--- src/rtl/alu_share_arbiter_if.sv ---
// Request/response/ALU bundle for alu_share_arbiter.
// master = requesters plus the shared ALU; slave = the arbiter.
interface alu_share_arbiter_if #(
   parameter int unsigned DATA_LENGTH = 32
);
   logic                   Req0Valid, Req1Valid;
   logic                   Req0Ready, Req1Ready;
   logic [DATA_LENGTH-1:0] Req0A, Req0B, Req1A, Req1B;
   logic [3:0]             Req0Op, Req1Op;
   logic [DATA_LENGTH-1:0] AluA, AluB;
   logic [3:0]             AluOp;
   logic [DATA_LENGTH-1:0] AluResult;
   logic [1:0]             AluComp;
   logic                   Rsp0Valid, Rsp1Valid;
   logic                   Rsp0Ready, Rsp1Ready;
   logic [DATA_LENGTH-1:0] RspResult;
   logic [1:0]             RspComp;
   logic                   Busy;

   modport master (
      output Req0Valid, Req1Valid, Req0A, Req0B, Req1A, Req1B, Req0Op, Req1Op,
      output AluResult, AluComp, Rsp0Ready, Rsp1Ready,
      input  Req0Ready, Req1Ready, AluA, AluB, AluOp,
      input  Rsp0Valid, Rsp1Valid, RspResult, RspComp, Busy
   );

   modport slave (
      input  Req0Valid, Req1Valid, Req0A, Req0B, Req1A, Req1B, Req0Op, Req1Op,
      input  AluResult, AluComp, Rsp0Ready, Rsp1Ready,
      output Req0Ready, Req1Ready, AluA, AluB, AluOp,
      output Rsp0Valid, Rsp1Valid, RspResult, RspComp, Busy
   );
endinterface

--- src/rtl/alu_share_arbiter.sv ---
// Two-requester round-robin arbiter in front of one shared combinational ALU.
// Optional grant counters enabled by defining ALU_ARB_STATS_EN.
module alu_share_arbiter #(
   parameter int unsigned DATA_LENGTH = 32
) (
   input  logic                      clk,
   input  logic                      rst,
   alu_share_arbiter_if.slave        bus
`ifdef ALU_ARB_STATS_EN
   ,
   output logic [15:0]               Grant0Count,
   output logic [15:0]               Grant1Count
`endif
);
   localparam int unsigned OP_W = 4;
   localparam logic [OP_W-1:0] OP_NOP = 4'd15;

   typedef enum logic [1:0] {S_IDLE, S_EXEC, S_RESP} state_t;

   state_t                 r_state;
   logic                   r_ptr;
   logic                   r_owner;
   logic [DATA_LENGTH-1:0] r_a, r_b;
   logic [OP_W-1:0]        r_alu_op;
   logic [DATA_LENGTH-1:0] r_rsp_result;
   logic [1:0]             r_rsp_comp;
   logic                   r_rsp0_valid, r_rsp1_valid;
   logic                   r_busy;

   logic w_idle, w_gnt0, w_gnt1, w_rsp_done;

   // Ready is combinational from the current Valids; suppressed during reset
   assign w_idle     = (r_state == S_IDLE) && !rst;
   assign w_gnt0     = w_idle && bus.Req0Valid && (!bus.Req1Valid || !r_ptr);
   assign w_gnt1     = w_idle && bus.Req1Valid && (!bus.Req0Valid ||  r_ptr);
   assign w_rsp_done = (r_rsp0_valid && bus.Rsp0Ready) || (r_rsp1_valid && bus.Rsp1Ready);

   assign bus.Req0Ready = w_gnt0;
   assign bus.Req1Ready = w_gnt1;
   assign bus.AluA      = r_a;
   assign bus.AluB      = r_b;
   assign bus.AluOp     = r_alu_op;
   assign bus.Rsp0Valid = r_rsp0_valid;
   assign bus.Rsp1Valid = r_rsp1_valid;
   assign bus.RspResult = r_rsp_result;
   assign bus.RspComp   = r_rsp_comp;
   assign bus.Busy      = r_busy;

   // AluOp carries the captured op only for the single EXEC cycle
   always_ff @(posedge clk) begin
      if (rst) begin
         r_state      <= S_IDLE;
         r_ptr        <= 1'b0;
         r_owner      <= 1'b0;
         r_a          <= '0;
         r_b          <= '0;
         r_alu_op     <= OP_NOP;
         r_rsp_result <= '0;
         r_rsp_comp   <= 2'd0;
         r_rsp0_valid <= 1'b0;
         r_rsp1_valid <= 1'b0;
         r_busy       <= 1'b0;
      end else begin
         case (r_state)
            S_IDLE: begin
               if (w_gnt0 || w_gnt1) begin
                  r_a      <= w_gnt1 ? bus.Req1A  : bus.Req0A;
                  r_b      <= w_gnt1 ? bus.Req1B  : bus.Req0B;
                  r_alu_op <= w_gnt1 ? bus.Req1Op : bus.Req0Op;
                  r_owner  <= w_gnt1;
                  r_ptr    <= !w_gnt1;
                  r_busy   <= 1'b1;
                  r_state  <= S_EXEC;
               end
            end
            S_EXEC: begin
               r_rsp_result <= bus.AluResult;
               r_rsp_comp   <= bus.AluComp;
               r_alu_op     <= OP_NOP;
               r_rsp0_valid <= !r_owner;
               r_rsp1_valid <= r_owner;
               r_state      <= S_RESP;
            end
            S_RESP: begin
               if (w_rsp_done) begin
                  r_rsp0_valid <= 1'b0;
                  r_rsp1_valid <= 1'b0;
                  r_busy       <= 1'b0;
                  r_state      <= S_IDLE;
               end
            end
            default: r_state <= S_IDLE;
         endcase
      end
   end

`ifdef ALU_ARB_STATS_EN
   logic [15:0] r_grant0_count, r_grant1_count;

   // Saturating per-requester accept counters
   always_ff @(posedge clk) begin
      if (rst) begin
         r_grant0_count <= 16'd0;
         r_grant1_count <= 16'd0;
      end else begin
         if (w_gnt0 && (r_grant0_count != 16'hFFFF)) r_grant0_count <= r_grant0_count + 16'd1;
         if (w_gnt1 && (r_grant1_count != 16'hFFFF)) r_grant1_count <= r_grant1_count + 16'd1;
      end
   end

   assign Grant0Count = r_grant0_count;
   assign Grant1Count = r_grant1_count;
`endif
endmodule

--- src/flat_wrapper.sv ---
// flat-port wrapper written by rule: the top's interface ports become plain ports
module alu_share_arbiter_flat 
#(
   parameter int unsigned DATA_LENGTH = 32
)
  (clk, rst, bus_Req0Valid, bus_Req1Valid, bus_Req0A, bus_Req0B, bus_Req1A, bus_Req1B, bus_Req0Op, bus_Req1Op, bus_AluResult, bus_AluComp, bus_Rsp0Ready, bus_Rsp1Ready, bus_Req0Ready, bus_Req1Ready, bus_AluA, bus_AluB, bus_AluOp, bus_Rsp0Valid, bus_Rsp1Valid, bus_RspResult, bus_RspComp, bus_Busy);
  alu_share_arbiter_if #(.DATA_LENGTH(DATA_LENGTH)) bus_i ();
  input  logic clk;
  input  logic rst;
  input wire logic [$bits(bus_i.Req0Valid)-1:0] bus_Req0Valid;
  input wire logic [$bits(bus_i.Req1Valid)-1:0] bus_Req1Valid;
  input wire logic [$bits(bus_i.Req0A)-1:0] bus_Req0A;
  input wire logic [$bits(bus_i.Req0B)-1:0] bus_Req0B;
  input wire logic [$bits(bus_i.Req1A)-1:0] bus_Req1A;
  input wire logic [$bits(bus_i.Req1B)-1:0] bus_Req1B;
  input wire logic [$bits(bus_i.Req0Op)-1:0] bus_Req0Op;
  input wire logic [$bits(bus_i.Req1Op)-1:0] bus_Req1Op;
  input wire logic [$bits(bus_i.AluResult)-1:0] bus_AluResult;
  input wire logic [$bits(bus_i.AluComp)-1:0] bus_AluComp;
  input wire logic [$bits(bus_i.Rsp0Ready)-1:0] bus_Rsp0Ready;
  input wire logic [$bits(bus_i.Rsp1Ready)-1:0] bus_Rsp1Ready;
  output wire logic [$bits(bus_i.Req0Ready)-1:0] bus_Req0Ready;
  output wire logic [$bits(bus_i.Req1Ready)-1:0] bus_Req1Ready;
  output wire logic [$bits(bus_i.AluA)-1:0] bus_AluA;
  output wire logic [$bits(bus_i.AluB)-1:0] bus_AluB;
  output wire logic [$bits(bus_i.AluOp)-1:0] bus_AluOp;
  output wire logic [$bits(bus_i.Rsp0Valid)-1:0] bus_Rsp0Valid;
  output wire logic [$bits(bus_i.Rsp1Valid)-1:0] bus_Rsp1Valid;
  output wire logic [$bits(bus_i.RspResult)-1:0] bus_RspResult;
  output wire logic [$bits(bus_i.RspComp)-1:0] bus_RspComp;
  output wire logic [$bits(bus_i.Busy)-1:0] bus_Busy;
  assign bus_i.Req0Valid = bus_Req0Valid;
  assign bus_i.Req1Valid = bus_Req1Valid;
  assign bus_i.Req0A = bus_Req0A;
  assign bus_i.Req0B = bus_Req0B;
  assign bus_i.Req1A = bus_Req1A;
  assign bus_i.Req1B = bus_Req1B;
  assign bus_i.Req0Op = bus_Req0Op;
  assign bus_i.Req1Op = bus_Req1Op;
  assign bus_i.AluResult = bus_AluResult;
  assign bus_i.AluComp = bus_AluComp;
  assign bus_i.Rsp0Ready = bus_Rsp0Ready;
  assign bus_i.Rsp1Ready = bus_Rsp1Ready;
  assign bus_Req0Ready = bus_i.Req0Ready;
  assign bus_Req1Ready = bus_i.Req1Ready;
  assign bus_AluA = bus_i.AluA;
  assign bus_AluB = bus_i.AluB;
  assign bus_AluOp = bus_i.AluOp;
  assign bus_Rsp0Valid = bus_i.Rsp0Valid;
  assign bus_Rsp1Valid = bus_i.Rsp1Valid;
  assign bus_RspResult = bus_i.RspResult;
  assign bus_RspComp = bus_i.RspComp;
  assign bus_Busy = bus_i.Busy;
  alu_share_arbiter #(.DATA_LENGTH(DATA_LENGTH)) u_core (.clk(clk), .rst(rst), .bus(bus_i));
endmodule
--- config.mk ---
export PLATFORM = sky130hd
export DESIGN_NAME = alu_share_arbiter_flat
export DESIGN_NICKNAME = d
export VERILOG_FILES = /design/src/rtl/alu_share_arbiter_if.sv /design/src/rtl/alu_share_arbiter.sv /design/src/flat_wrapper.sv
export SDC_FILE = /design/constraint.sdc
export NUM_CORES = 1
export LEC_CHECK = 0
export BUFFER_PORTS_ARGS = -buffer_cell sky130_fd_sc_hd__clkbuf_2
export CAP_MARGIN = 30
export CORE_AREA = 2 2 109 111
export CTS_CLUSTER_SIZE = 8
export DETAILED_ROUTE_END_ITERATION = 16
export DIE_AREA = 0 0 111 113
export PLACE_DENSITY = 0.78
export REMOVE_ABC_BUFFERS = 1
export SKIP_LAST_GASP = 1
export SYNTH_ARGS = -nofsm -noshare
export SYNTH_HDL_FRONTEND = slang
export SYNTH_SLANG_ARGS = --single-unit
--- constraint.sdc ---
create_clock -name clk -period 3.35 [get_ports clk]
set_input_delay 0.1675 -clock clk [delete_from_list [all_inputs] [get_ports clk]]
set_output_delay 0.1675 -clock clk [all_outputs]
set_load 0.02 [all_outputs]
## Word-level counts from Yosys, hierarchy flattened

Cells that the tools add are included.

- Flip-flop bits (word level): 109
- Bits of input ports: 176
- Logic and storage cells: 54

- Eq/ne operators: 4
- Muxes and demuxes: 13
- Reductions and logical operators: 26

Operator list:

| kind | number |
|---|---|
| two-way mux 32 bit | 2 |
| two-way mux 4 bit | 2 |
| case mux 4 bit (2 select lines) | 1 |
| AND reduction 2 bit | 4 |
| logical AND 1 bit | 7 |
| zero test 1 bit | 6 |
| case mux 1 bit (2 select lines) | 3 |
| case mux 2 bit (3 select lines) | 1 |
| nonzero test 2 bit | 3 |
| logical OR 1 bit | 4 |
| two-way mux 2 bit | 2 |
| AND reduction 3 bit | 1 |
| equality test 2 x 1 -> 1 bit, second input constant | 1 |
| equality test 2 bit, second input constant | 1 |
| zero test 2 bit | 1 |
| two-way mux 1 bit | 2 |
| != test 2 x 1 -> 1 bit, second input constant | 1 |
| != test 2 bit, second input constant | 1 |

## Depth between registers and ports, before layout

Gate-level depths: netlist of run 1.

- Word-level depth: 7
- Mapped depth: 7

## Worst setup path before layout of run 1

No wires, ideal clock.

- Path type: register to register
- From: register u_core.r_state[1]
- To: register u_core.r_a[12], in the netlist u_core.bus.AluA[12]
- Arrival: 1.293 ns
- Data required time: 3.280 ns
- Slack: 1.987 ns
- Cell stages (with the launch flop): 7
- Clock period less this slack: 1.363 ns
- Path through: dfxtp_1 -> nor3_4 -> nand3_2 -> inv_2 -> buf_6 -> a22oi_2 -> a21oi_1

- Longest elaborated chain between the ends: 6
- Elaborated cells on any way between the ends: 9
- Classes of those cells: mux: 1; reduce/logical: 8

Ends and longest elaborated chain:

| item | line | source |
|---|---|---|
| start: declaration | alu_share_arbiter.sv:20 | `state_t r_state;` |
| start signal: assignment | alu_share_arbiter.sv:52 | `r_state <= S_IDLE;` |
| start signal: assignment | alu_share_arbiter.sv:73 | `r_state <= S_EXEC;` |
| start signal: assignment | alu_share_arbiter.sv:82 | `r_state <= S_RESP;` |
| zero test 2 bit * | alu_share_arbiter.sv:33 | `assign w_idle = (r_state == S_IDLE) && !rst;` |
| logical AND 1 bit * | alu_share_arbiter.sv:33 |  |
| logical AND 1 bit * (2 in series) | alu_share_arbiter.sv:35 | `assign w_gnt1 = w_idle && bus.Req1Valid && (!bus.Req0Valid \|\| r_ptr);` |
| named net bus_Req1Ready | flat_wrapper.sv:23 | `output wire logic [$bits(bus_i.Req1Ready)-1:0] bus_Req1Ready;` |
| logical OR 1 bit | alu_share_arbiter.sv:66 | `if (w_gnt0 \|\| w_gnt1) begin` |
| AND reduction 2 bit (no source line) | - |  |
| end signal: assignment | alu_share_arbiter.sv:67 | `r_a <= w_gnt1 ? bus.Req1A : bus.Req0A;` |
| end: declaration | alu_share_arbiter.sv:23 | `logic [DATA_LENGTH-1:0] r_a, r_b;` |

The timed path passes the listed nets; every way through them passes the cells marked *.
A chain may end at the register's enable or synchronous reset.

## Worst setup path after layout of run 1

- From: register u_core.r_state[1]
- To: output bus_Req0Ready

- Longest elaborated chain between the ends: 4

Ends and longest elaborated chain:

| item | line | source |
|---|---|---|
| zero test 2 bit | alu_share_arbiter.sv:33 |  |
| logical AND 1 bit | alu_share_arbiter.sv:33 |  |
| logical AND 1 bit (2 in series) | alu_share_arbiter.sv:34 | `assign w_gnt0 = w_idle && bus.Req0Valid && (!bus.Req1Valid \|\| !r_ptr);` |
| end: declaration | flat_wrapper.sv:22 | `output wire logic [$bits(bus_i.Req0Ready)-1:0] bus_Req0Ready;` |

No other way between the ends.

==> qor.txt, run 1 <==
Critical path startpoint category: register
Antenna Cells: 0
Synth warnings: 0
P per Cell Area: 533 nW/um^2
Worst-Margin Slew: 0.677 ns
Layout area overhead: 43.7%
Initial Util: 0.370
First-pass GRT wire length: 20100 um
Ys async rst share: 0
Synth top area cells: dfxtp_1, a21oi_1, nand2_1, a22oi_1, a22oi_2
Max Cap Viol: 0
TritonCTS sink count: 109
Chip width: 111 um
R2R Setup Slk: 1.29 ns
Hpwl dp: 9220 um
Hold buffers post-CTS: 0
EDFF count, synth: 0
Final Cycle Share: 0.651
Max FO, Critical Path: 31
Maximum vdd drop: 0.306 mV
Crit end category: output port
Per-cell routed wire length: 13.9 um
H-tree depth: 3
Initial drt markers: 296
Hold WS: 0.0519 ns
Number of setup buffers added after CTS: 0
Routed Antenna Nets: 0
Final number of hold-violating endpoints: 0
Slowest CP cell: and2_2
Post-DR vias/cell: 4.99
Total wire length after detailed routing: 12400 um
# placed instances: 878
Clock skew: 0.00439 ns
Row cnt: 39
Worst-path clk slew: 0.07 ns
Fin worst setup slack: 1.17 ns
RR Startpoint: u_core.r_state[1]
Area share of the leading cell type in the synthesized netlist: 0.523
Mapped Cells: 487
WP data arrival: 2.01 ns
DRC viols: 0
Num ports: 283
Final setup violation count: 0
Cell area after layout: 6000 sq um
Setup TNS: 0 ns
Worst R2R End: u_core.bus.AluA[31]
Largest net degree at the start of global routing: 91
Critical Path, Cell by Cell: nor3_4 > and2_2 > clkbuf_2
Required time of the critical path: 3.18 ns
Port-buffer cells: 282
FMAX: 459 MHz
Synth unique cells: 27
Synth Register Bits: 109
Share of cells above drive strength 1: 0.422
Setup WS pre-CTS: 1.28 ns
R2R depth: 6
Area leader, netlist: dfxtp_1
RSZ-0062 raised after global routing: false
Core Box Area: 11300 sq um
Root Driver: clkbuf_16
Post-synthesis average cell area: 8.57 sq um
Most frequent cells in the layout: clkbuf_2, nand2_1, dfxtp_1
Routability cong.: 0.875
Crit path to: bus_Req0Ready
Crit path kind: register to output port
Worst Hold Class: input pin to register
Max-slew violations: 0
Status: finished clean
Post-layout minimum cycle time: 2.18 ns
Post-Layout Cell Count: 894
Register area share after synthesis: 0.523
Vias in the first global route: 4161
Commonest non-fill, non-tap cell in the layout: clkbuf_2
Slowest cell delay on critical path: 0.66 ns
Synth Cell Area: 4170 sq um
Top FF cell, synth: dfxtp_1
Antenna violations before repair: 1
Total gr overflow: 0
Die area: 12500 sq um
Layout Nets: 922
Die Height: 113 um
GRT Util Overall: 0.195
Leakage: 2.74 nW
CTS buffer count: 9
Crit path from: u_core.r_state[1]
Max Root-Sink Buffers: 2
Fin util: 0.532
CTS tree: built
Drt first pass iters: 5
Via count: 4463
Clk_lat worst skew: 0.33 ns
Gates resized, CTS repair: 0
Placement Cell Area: 5670 sq um
Post-layout power: 3.20 mW
Worst slew margin: 0.549
==> state kept, by name (all words and copies together) (netlist names) <==
signal,flops
u_core.bus.Rsp0Valid,1
u_core.bus.Rsp1Valid,1
u_core.bus.AluB,32
u_core.bus.AluOp,4
u_core.r_owner,1
u_core.r_state,2
u_core.r_ptr,1
u_core.bus.RspComp,2
u_core.bus.AluA,32
u_core.bus.RspResult,32
u_core.bus.Busy,1
==> critical path: cells and delay by family (launching register included) <==
family | cells | cell delay, ns
buf+inv | 1 | 0.29
simple gates | 2 | 1.01
flops | 1 | 0.37
==> layout make-up <==
| type | count | area, sq um |
|---|---|---|
| Clock inverter | 3 | 67.6 |
| Fill cell | 1078 | 5270 |
| Clock buffer | 13 | 260 |
| Sequential cell | 109 | 2180 |
| Multi-Input combinational cell | 334 | 1760 |
| Timing Repair Buffer | 290 | 1540 |
| Tap cell | 143 | 179 |
| Inverter | 2 | 7.51 |
==> logic make-up (layout without fill, tap and decap cells) <==
group | after synthesis | count (layout) | share of synthesized area
compound gates | 180 | 180 | 0.269
simple gates | 153 | 153 | 0.148
flops | 109 | 109 | 0.523
buf+inv | 44 | 308 | 0.0582
mux | 1 | 1 | 0.00240
==> routing by layer <==
layer	routed length, um	share of wire	GRT usage
met1	4980	0.40	0.236
met4	219	0.018	0.0758
met3	1090	0.088	0.0536
met2	6100	0.49	0.333
met5	13	0.0010	0
==> cell usage after synthesis (4+ instances only) <==
master and instances:
buf_1 4, nor3_1 4, buf_2 14, a211oi_1 4, nor2_1 8, dfxtp_1 109
a22oi_1 58, clkbuf_1 15, a21oi_1 101, a21boi_0 4, a22oi_2 7, nand2_1 132
buf_6 7
==> report_power, final <==
part	switching (mW)	internal [mW]	leakage, nW
logic	0.369	0.241	1.69
registers	0.0511	1.39	0.891
clock network	0.450	0.697	0.156
==> worst min-delay path by stage <==
stage	startpoint	endpoint	slack [ns]	cells past startpoint
2_1_floorplan	rst	u_core.bus.AluA[0]	0.24	1
3_3_place_gp	bus_AluResult[22]	u_core.bus.RspResult[22]	0.39	3
3_5_place_dp	bus_AluResult[10]	u_core.bus.RspResult[10]	0.40	3
4_1_cts	bus_AluResult[10]	u_core.bus.RspResult[10]	0.04	3
5_1_grt	bus_AluResult[25]	u_core.bus.RspResult[25]	0.05	3
6_report	bus_AluResult[26]	u_core.bus.RspResult[26]	0.05	3
No activity file was read; power rests on OpenSTA's default activity.
==> run 2, diff against run 1 <==
Settings changed: CORE_AREA 2 2 109 111 to unset, CORE_MARGIN set to 2, CORE_UTILIZATION set to 37, DIE_AREA 0 0 111 113 to unset, PLACE_DENSITY 0.78 to 0.81.
Clock period 3.35 ns to 1.95 ns, I/O delays scaled along.
==> qor.txt, run 2 (same netlist as run 1, synthesis figures left out) <==
Status: finished clean
Num ports: 283 (unchanged)
Initial drt markers: 318 (+7.4%)
Initial Util: 0.382 (+0.0114)
Die area: 12100 sq um (-3.2%)
Vias in the first global route: 4321 (+3.8%)
P per Cell Area: 867 nW/um^2 (+63%)
Leakage: 2.89 nW (+5.6%)
Final Cycle Share: 0.942
RSZ-0062 raised after global routing: false
Worst Hold Class: input pin to register
Hold WS: 0.00574 ns (-0.0462 ns)
Commonest non-fill, non-tap cell in the layout: clkbuf_2
Fin util: 0.581 (+0.0486)
Routed Antenna Nets: 0 (unchanged)
Port-buffer cells: 282 (unchanged)
Total wire length after detailed routing: 13900 um (+12%)
Drt first pass iters: 4 (-1)
Placement Cell Area: 5670 sq um (about the same)
Crit end category: output port
Row cnt: 38 (-2.6%)
Crit path kind: register to output port
Layout area overhead: 52.2%
GRT Util Overall: 0.209 (+0.0138)
Max FO, Critical Path: 41 (+32%)
CTS buffer count: 9 (unchanged)
Cell area after layout: 6350 sq um (+5.9%)
First-pass GRT wire length: 20100 um (-0.17%)
Hpwl dp: 9400 um (+2.0%)
WP data arrival: 1.74 ns (-0.27 ns)
Die Height: 110 um (-2.5%)
Antenna violations before repair: 0 (-1)
Maximum vdd drop: 0.559 mV (+83%)
CTS tree: built
Filler cell count: 987 (-8.4%)
Total gr overflow: 0 (unchanged)
Most frequent cells in the layout: clkbuf_2, nand2_1, dfxtp_1
DRC viols: 0 (unchanged)
Post-layout minimum cycle time: 1.84 ns
H-tree depth: 3 (unchanged)
Largest net degree at the start of global routing: 106 (+16%)
Via count: 4675 (+4.8%)
Antenna Cells: 0 (unchanged)
Chip width: 110 um (-0.71%)
Max Cap Viol: 0 (unchanged)
FMAX: 544 MHz
Routability cong.: 0.754 (-14%)
Final setup violation count: 0 (unchanged)
TritonCTS sink count: 109 (unchanged)
Max Root-Sink Buffers: 2 (unchanged)
Worst slew margin: 0.589 (+0.0404)
Root Driver: clkbuf_16
Per-cell routed wire length: 14.9 um (+7.4%)
Post-DR vias/cell: 5.03 (+0.70%)
Core Box Area: 10900 sq um (-3.0%)
Share of cells above drive strength 1: 0.410 (-0.0120)
Worst-path clk slew: 0.07 ns (about the same)
Required time of the critical path: 1.85 ns (-1.33 ns)
Clk_lat worst skew: 0.34 ns (about the same)
Final number of hold-violating endpoints: 0 (unchanged)
Layout Nets: 961 (+4.2%)
Clock skew: 0.0113 ns (+0.00694 ns)
Worst-Margin Slew: 0.614 ns (-0.0629 ns)
Max-slew violations: 0 (unchanged)
Critical path startpoint category: register
[run 2: cell types whose count changed in the layout (fill, tap and decap cells not counted), sizes merged]
cell	delta
dlygate4sd3	+34
buf	+5
clkbuf	-4
clkinv	+2
inv	+2
bufinv	-1
clkinvlp	+1
[run 2: critical path: stages (launching register included)]
cell and delay (ns):
dfxtp_1 0.37, nor3_4 0.27, buf_4 0.16, and2_4 0.16
buf_12 0.21, clkbuf_2 0.21
[run 2: metal layers]
layer | up-vias | global-route usage | wire length, um
met5 | - | 0 | 0
met4 | 0 | 0.0813 | 306
met3 | 24 | 0.0511 | 1280
met2 | 231 | 0.388 | 6920
met1 | 2132 | 0.227 | 5350
li1 | 2288 | - | -
[run 2: path summary, 6_finish.rpt]
kind | cells after the start | end | startpoint | slack [ns]
setup / recovery | 5 | bus_Req0Ready | u_core.r_state[0] | 0.11
hold / removal | 3 | u_core.bus.RspResult[3] | bus_AluResult[3] | 0.006
setup reg to reg | 7 | u_core.bus.AluB[9] | u_core.r_state[0] | 0.26
hold reg to reg | 2 | u_core.bus.AluB[30] | u_core.bus.AluB[30] | 0.45
[run 2: report_power, final]
part | total [mW] | internal (mW) | switching [mW] | leakage (nW)
Combinational | 1.14 | 0.472 | 0.667 | 1.86
Sequential | 2.48 | 2.39 | 0.0929 | 0.891
Clock | 1.89 | 1.02 | 0.869 | 0.144
[run 2: layout make-up]
class / instances / area, sq um / share of cell area
multi-input cells: 334 / 1770 / 0.278
inverters: 2 / 7.51 / 0.00118
clock inverters: 7 / 82.6 / 0.0130
well taps: 140 / 175 / 0.0276
clock buffers: 9 / 225 / 0.0355
repair buffers: 329 / 1910 / 0.301
flip-flops and latches: 109 / 2180 / 0.344
[run 2: repair_timing]
item,in CTS,in global routing
resized for setup,1,0
hold buffers,33,1
endpoints found under the hold margin,33,1
pin swaps,1,1
setup buffers,1,3
endpoints found under the setup margin,1,1
[run 2: stage by stage]
stage               cells  TNS [ns]  setup WS, ns  power (mW)
detailed placement    876         0         0.178        3.59
CTS                   926         0        0.0228        5.52
finish                930         0         0.113        5.51
global route          930         0        0.0131        5.76
floorplan             445   -129.60         -1.91        3.07
global placement      876         0         0.231        3.58
